## src/rtl/act_sched.sv

```systemverilog
// act_sched: shares one activation datapath among NUM_REQ requesters.
//
// Request beats are granted round-robin, issued through a registered stage to
// an external activation unit, and each beat's requester index follows it down
// a tag pipeline that matches the unit latency. Each result is paired with
// its tag and written to a result FIFO. Issue credits are sized to the FIFO, so
// the FIFO can never overflow even when the result consumer stalls.
//
// Handshakes: a beat moves on req_* when req_valid_i[k] && req_ready_o[k].
// A result moves on res_* when res_valid_o && res_ready_i. req_ready_o may
// depend on req_valid_i. A producer must not wait for ready before raising
// valid. The act_* interface is valid-only and has no backpressure.
//
// Ports:
//   clk_i, rst_ni           clock, synchronous active-low reset
//   req_valid_i/ready_o     per-requester beat handshake (one-hot ready)
//   req_data_i              packed beats, requester k at [k*DATA_W +: DATA_W]
//   act_valid_o/act_data_o  issue to activation unit
//   act_valid_i/act_data_i  result from activation unit
//   res_valid_o/ready_i     result handshake
//   res_data_o/res_id_o     result data and originating requester
//   busy_o                  any beat accepted but not yet popped
//   err_o                   sticky tag/result misalignment
module act_sched #(
    parameter int NUM_REQ    = 4,
    parameter int DATA_W     = 32,
    parameter int ACT_LAT    = 1,
    parameter int FIFO_DEPTH = 4,
    localparam int ID_W      = $clog2(NUM_REQ)
) (
    input  logic                      clk_i,
    input  logic                      rst_ni,
    input  logic [NUM_REQ-1:0]        req_valid_i,
    output logic [NUM_REQ-1:0]        req_ready_o,
    input  logic [NUM_REQ*DATA_W-1:0] req_data_i,
    output logic                      act_valid_o,
    output logic [DATA_W-1:0]         act_data_o,
    input  logic                      act_valid_i,
    input  logic [DATA_W-1:0]         act_data_i,
    output logic                      res_valid_o,
    input  logic                      res_ready_i,
    output logic [DATA_W-1:0]         res_data_o,
    output logic [ID_W-1:0]           res_id_o,
    output logic                      busy_o,
    output logic                      err_o
);

    localparam int CNT_W = $clog2(FIFO_DEPTH + 1);
    localparam int PTR_W = (FIFO_DEPTH > 1) ? $clog2(FIFO_DEPTH) : 1;

    // ---------------- arbitration ----------------
    logic [ID_W-1:0]   rr_ptr_q;
    logic [ID_W-1:0]   grant_idx;
    logic [ID_W-1:0]   cand;
    logic              grant_found;
    logic [DATA_W-1:0] grant_data;
    logic [CNT_W-1:0]  credits_q, credits_n;
    logic              accept;

    // First valid requester at or after the pointer, wrapping.
    always_comb begin
        grant_found = 1'b0;
        grant_idx   = '0;
        cand        = '0;
        for (int i = 0; i < NUM_REQ; i++) begin
            cand = ID_W'((int'(rr_ptr_q) + i) % NUM_REQ);
            if (!grant_found && req_valid_i[cand]) begin
                grant_found = 1'b1;
                grant_idx   = cand;
            end
        end
    end

    always_comb begin
        grant_data = '0;
        for (int k = 0; k < NUM_REQ; k++) begin
            if (grant_idx == ID_W'(k)) grant_data = req_data_i[k*DATA_W +: DATA_W];
        end
    end

    // A grant is only offered while a FIFO slot is reserved for its result.
    assign accept = grant_found && (credits_q != '0);

    always_comb begin
        req_ready_o = '0;
        if (accept) req_ready_o[grant_idx] = 1'b1;
    end

    // ---------------- issue register and tag pipeline ----------------
    logic              act_valid_q;
    logic [DATA_W-1:0] act_data_q;
    logic [ID_W-1:0]   issue_id_q;
    logic [ACT_LAT-1:0] tag_v_q;
    logic [ID_W-1:0]   tag_id_q [ACT_LAT];
    logic              tag_out_v;
    logic [ID_W-1:0]   tag_out_id;

    assign act_valid_o = act_valid_q;
    assign act_data_o  = act_data_q;
    assign tag_out_v   = tag_v_q[ACT_LAT-1];
    assign tag_out_id  = tag_id_q[ACT_LAT-1];

    always_ff @(posedge clk_i) begin
        if (!rst_ni) begin
            rr_ptr_q    <= '0;
            act_valid_q <= 1'b0;
            act_data_q  <= '0;
            issue_id_q  <= '0;
            tag_v_q     <= '0;
            for (int s = 0; s < ACT_LAT; s++) tag_id_q[s] <= '0;
        end else begin
            act_valid_q <= accept;
            if (accept) begin
                rr_ptr_q   <= (grant_idx == ID_W'(NUM_REQ - 1)) ? '0 : grant_idx + 1'b1;
                act_data_q <= grant_data;
                issue_id_q <= grant_idx;
            end
            tag_v_q[0]  <= act_valid_q;
            tag_id_q[0] <= issue_id_q;
            for (int s = 1; s < ACT_LAT; s++) begin
                tag_v_q[s]  <= tag_v_q[s-1];
                tag_id_q[s] <= tag_id_q[s-1];
            end
        end
    end

    // ---------------- result FIFO and credits ----------------
    logic              fifo_wr, fifo_pop, tag_drop, stray;
    logic [DATA_W-1:0] fifo_data_q [FIFO_DEPTH];
    logic [ID_W-1:0]   fifo_id_q   [FIFO_DEPTH];
    logic [PTR_W-1:0]  wr_ptr_q, rd_ptr_q;
    logic [CNT_W-1:0]  fifo_cnt_q;
    logic              busy_q, err_q;

    assign fifo_wr  = tag_out_v && act_valid_i;
    assign tag_drop = tag_out_v && !act_valid_i;   // result missing: free its slot
    assign stray    = act_valid_i && !tag_out_v;   // result with no owner: discard
    assign fifo_pop = (fifo_cnt_q != '0) && res_ready_i;

    assign res_valid_o = (fifo_cnt_q != '0);
    assign res_data_o  = fifo_data_q[rd_ptr_q];
    assign res_id_o    = fifo_id_q[rd_ptr_q];
    assign busy_o      = busy_q;
    assign err_o       = err_q;

    // Accept only happens with credits > 0, and returns only happen for
    // outstanding beats, so this net update stays within [0, FIFO_DEPTH].
    always_comb begin
        credits_n = credits_q;
        if (accept)   credits_n = credits_n - CNT_W'(1);
        if (fifo_pop) credits_n = credits_n + CNT_W'(1);
        if (tag_drop) credits_n = credits_n + CNT_W'(1);
    end

    always_ff @(posedge clk_i) begin
        if (fifo_wr) begin
            fifo_data_q[wr_ptr_q] <= act_data_i;
            fifo_id_q[wr_ptr_q]   <= tag_out_id;
        end
    end

    always_ff @(posedge clk_i) begin
        if (!rst_ni) begin
            credits_q  <= CNT_W'(FIFO_DEPTH);
            wr_ptr_q   <= '0;
            rd_ptr_q   <= '0;
            fifo_cnt_q <= '0;
            busy_q     <= 1'b0;
            err_q      <= 1'b0;
        end else begin
            credits_q <= credits_n;
            busy_q    <= (credits_n != CNT_W'(FIFO_DEPTH));
            err_q     <= err_q | stray | tag_drop;
            if (fifo_wr)
                wr_ptr_q <= (wr_ptr_q == PTR_W'(FIFO_DEPTH - 1)) ? '0 : wr_ptr_q + 1'b1;
            if (fifo_pop)
                rd_ptr_q <= (rd_ptr_q == PTR_W'(FIFO_DEPTH - 1)) ? '0 : rd_ptr_q + 1'b1;
            if (fifo_wr && !fifo_pop)      fifo_cnt_q <= fifo_cnt_q + CNT_W'(1);
            else if (!fifo_wr && fifo_pop) fifo_cnt_q <= fifo_cnt_q - CNT_W'(1);
        end
    end

endmodule
```

## config.mk

```make
export PLATFORM = sky130hd
export DESIGN_NAME = act_sched
export DESIGN_NICKNAME = d
export VERILOG_FILES = /design/src/rtl/act_sched.sv
export SDC_FILE = /design/constraint.sdc
export NUM_CORES = 1
export LEC_CHECK = 0
export ABC_AREA = 1
export CAP_MARGIN = 20
export CORE_ASPECT_RATIO = 0.6
export CORE_MARGIN = 3
export CORE_UTILIZATION = 35
export CTS_BUF_LIST = sky130_fd_sc_hd__clkbuf_8
export CTS_CLUSTER_DIAMETER = 40
export DETAILED_ROUTE_END_ITERATION = 8
export PLACE_DENSITY_LB_ADDON = 0.25
export SYNTH_ARGS = -nofsm -noshare
export SYNTH_HDL_FRONTEND = slang
export SYNTH_SLANG_ARGS = --single-unit
```

## constraint.sdc

```tcl
create_clock -name clk_i -period 3.4 [get_ports clk_i]
set_input_delay 0.34 -clock clk_i [delete_from_list [all_inputs] [get_ports clk_i]]
set_output_delay 0.34 -clock clk_i [all_outputs]
set_load 0.05 [all_outputs]
```

==> results.sh <==
export IMPL_synth_edf_count=136
export IMPL_core_um2=23400
export IMPL_final_cell_mix="clkdlybuf4s50_1 (203), o21ai_0 (154), edfxtp_1 (136)"
export IMPL_synth_area_per_cell_um2=9.878
export IMPL_cts_tree="built"
export IMPL_syn_cell_area_um2=8446
export IMPL_r2r_setup_slack_ns=0.65
export IMPL_powerDensity_nw_per_um2=1052
export IMPL_synthArstFlopShare_pct=0
export IMPL_place_port_buffers=241
export IMPL_r2r_end="busy_o"
export IMPL_switching_power_w=0.006015
export IMPL_yosys_warnings=0
export IMPL_nets=1256
export IMPL_reg2regPathDepth=21
export IMPL_ys_seq_area_share_pct=61.16
export IMPL_synth_seq_cells=190
export IMPL_postCtsSetupRepairBufs=0
export IMPL_die_h_um=126.3
export IMPL_fmax_mhz=322.6
export IMPL_slowest_delay_ns=0.32
export IMPL_drc_errors=0
export IMPL_grt_pass1_vias=6615
export IMPL_worst_slew_pin_slew_ns=0.6978
export IMPL_cts_root_buf="clkbuf_8"
export IMPL_hold_buffers=0
export IMPL_maxSlewHeadroom_pct=53.41
export IMPL_startpoint_type="flop"
export IMPL_setup_violations=0
export IMPL_final_setup_tns_ns=0
export IMPL_sw_frac_of_total_pct=49.53
export IMPL_path_clk_slew_ns=0.09
export IMPL_numCtsBuffers=17
export IMPL_cts_sinks=190
export IMPL_cp_end_kind="output port"
export IMPL_r2r_start="rr_ptr_q[0]"
export IMPL_drt_total_wl_um=23480
export IMPL_ir_drop_v=0.0007777
export IMPL_synth_cell_types=34
export IMPL_n_antenna_cell=0
export IMPL_slew_viol_final=0
export IMPL_pwr_share_clk_pct=12.3
export IMPL_cp_top_family="buffers and inverters"
export IMPL_antenna_left=0
export IMPL_skew_ns=0.008017
export IMPL_fp_row_count=43
export IMPL_worstHoldStart="issue_id_q[1]"
export IMPL_drt_iter0_drc=384
export IMPL_hold_class="reg -> reg"
export IMPL_dr_pass1_iters=4
export IMPL_grt_pass1_wl_um=36140
export IMPL_hold_viol_final=0
export IMPL_grt_overflow_total=0
export IMPL_viasPerCell=4.944
export IMPL_combinationalPowerShare_pct=63.6
export IMPL_hpwl_um=15900
export IMPL_gp_congestion=0.7828
export IMPL_nFillCells=2164
export IMPL_p_leak_nw=4.406
export IMPL_min_to="tag_id_q[0][1]"
export IMPL_synth_area_top_cells="edfxtp_1 (48%), dfxtp_1 (13%), o21ai_0 (9.1%), nand2_1 (5.0%), a21oi_1 (4.3%)"
export IMPL_final_common_cell="clkdlybuf4s50_1"
export IMPL_grt_setup_unrepaired="no"
export IMPL_yosysTopAreaCellShare_pct=48.36
export IMPL_area_growth_synth_to_final_pct=36.68
export IMPL_start_util_pct=36.09
export IMPL_die_area_um2=26090
export IMPL_crit_path_top_delay_cell="dfxtp_1"
export IMPL_required_ns=3.06
export IMPL_grt_max_degree=69
export IMPL_power_internal_w=0.006128
export IMPL_finalPower_w=0.01214
export IMPL_cts_max_level=4
export IMPL_pwr_share_seq_pct=24.1
export IMPL_yosys_area_top_type="edfxtp_1"
export IMPL_drive_above_1_share_pct=10.04
export IMPL_io_pins=242
export IMPL_crit_fanout=33
export IMPL_min_path_cells=2
export IMPL_period_minus_slack_ns=3.100
export IMPL_die_x_um=206.5
export IMPL_fin_crit_sh_pct=91.17
export IMPL_num_vias=6927
export IMPL_cp_num_buf_inv=5
export IMPL_synth_cells=855
export IMPL_worstPathArrival_ns=2.76
export IMPL_clock_path_buffers=2
export IMPL_status="completed"
export IMPL_grtUsageTotal_pct=17.73
export IMPL_max_cap_violations=0
export IMPL_cp_cell_sequence="buf_4 -> o21ai_0 -> o21ai_4 -> o21bai_1 -> xor2_1 -> a21oi_1 -> inv_1 -> ha_1 -> buf_12 -> inv_1 -> nor2_1 -> buf_12"
export IMPL_cts_resized=0
export IMPL_synthFlopType="edfxtp_1"
export IMPL_critical_path_class="reg -> out"
export IMPL_clk_latency_ns=0.45
export IMPL_antenna_found_initial=0
export IMPL_syn_nets=1038
export IMPL_routedWlPerCell_um=16.76
-- logic make-up after synthesis --
logic type | Yosys count | share of synthesized area (%)
AO/OA/AOI/OAI | 289 | 17.96
flip-flops | 190 | 61.16
buffers and inverters | 107 | 5.526
XOR/XNOR | 2 | 0.2074
AND/OR/NAND/NOR | 252 | 12.84
adder cells (fa/ha/maj) | 15 | 2.311
-- worst reg2reg max path, stage by stage (launching register included) --
cell	delay [ns]
dfxtp_1	0.34
buf_4	0.18
nand2_1	0.07
nand3_1	0.10
nand2_1	0.12
nor2_4	0.17
nand3_4	0.12
nand2_4	0.17
nand2_4	0.07
nand2_1	0.06
inv_1	0.04
ha_1	0.28
nand2_1	0.11
nand2_1	0.07
ha_1	0.18
nand2_1	0.07
xor2_1	0.16
nand3b_1	0.13
nand3_1	0.10
nand2_1	0.09
inv_1	0.04
nand2_1	0.04
-- how the worst max path moves through the flow --
stage                    from             end  slack, ns  cells past startpoint
2_1_floorplan     rr_ptr_q[0]  req_ready_o[0]       0.44                     12
3_3_place_gp   req_valid_i[0]          busy_o       0.37                     22
3_5_place_dp   req_valid_i[0]  act_data_o[17]       0.31                     16
4_1_cts           rr_ptr_q[0]  req_ready_o[0]       0.20                     12
5_1_grt           rr_ptr_q[0]  req_ready_o[0]       0.01                     14
6_report          rr_ptr_q[0]  req_ready_o[0]       0.30                     12
-- layer usage --
layer,track usage (%),up-vias,share of wire (%)
met5,0,-,0
met4,4.625,0,1.5
met3,5.822,26,6.9
met2,27.33,189,44
met1,24.25,3265,47
li1,-,3447,-
-- sequential cells by signal (all words and copies together), names as in the netlist, named ones only --
| name | cells |
|---|---|
| err_o | 1 |
| act_valid_o | 1 |
| credits_q | 3 |
| busy_o | 1 |
| issue_id_q | 2 |
| fifo_id_q | 8 |
| fifo_data_q | 128 |
| wr_ptr_q | 2 |
| rr_ptr_q | 2 |
| fifo_cnt_q | 3 |
| tag_id_q | 2 |
| tag_out_v | 1 |
| act_data_o | 32 |
| rd_ptr_q | 2 |
-- area by class of cell --
type	instances	area (um^2)	share of cell area, %
clock buffers	20	275.3	2.385
flip-flops and latches	190	5166	44.75
inverters	46	172.7	1.496
multi-input cells	558	2844	24.64
repair buffers	260	2572	22.28
well taps	315	394.1	3.414
clock inverters	12	118.9	1.030
-- power groups by stage --
stage | sequential [W] | clock, W | combinational [W]
after floorplan | 0.00350 | 0 | 0.00485
after global placement | 0.00297 | 0 | 0.00768
after detailed placement | 0.00298 | 0 | 0.00773
after CTS | 0.00293 | 0.00155 | 0.00776
after global routing | 0.00296 | 0.00165 | 0.00848
final | 0.00293 | 0.00149 | 0.00772
-- synthesized netlist by cell type (2+ instances only) --
library cell and count:
nor2_1 80, o22ai_1 35, inv_2 2, o21ai_1 21, nand3_2 3, edfxtp_1 136, o21ai_0 154, a21oi_1 73
xor2_1 2, nand2_4 2, nand2_1 112, buf_6 7, ha_1 14, buf_1 4, nand2_2 7, dfxtp_1 54
clkbuf_1 48, inv_1 44, nand3_1 42
-- stage by stage --
step | hold slack (ns) | worst slack [ns] | std cells | utilization (%) | cell area (um^2)
after CTS | 0.4411 | 0.2039 | 1401 | 49.32 | 11540
after global routing | 0.4598 | 0.01383 | 1401 | 49.32 | 11540
after global placement | 0.4208 | 0.3742 | 1369 | 47.64 | 11150
after detailed placement | 0.4220 | 0.3073 | 1369 | 47.64 | 11150
after floorplan | 0.4048 | 0.4352 | 855 | - | 8446
final | 0.4395 | 0.3003 | 1401 | 49.32 | 11540
No activity file was read; power rests on OpenSTA's default activity.
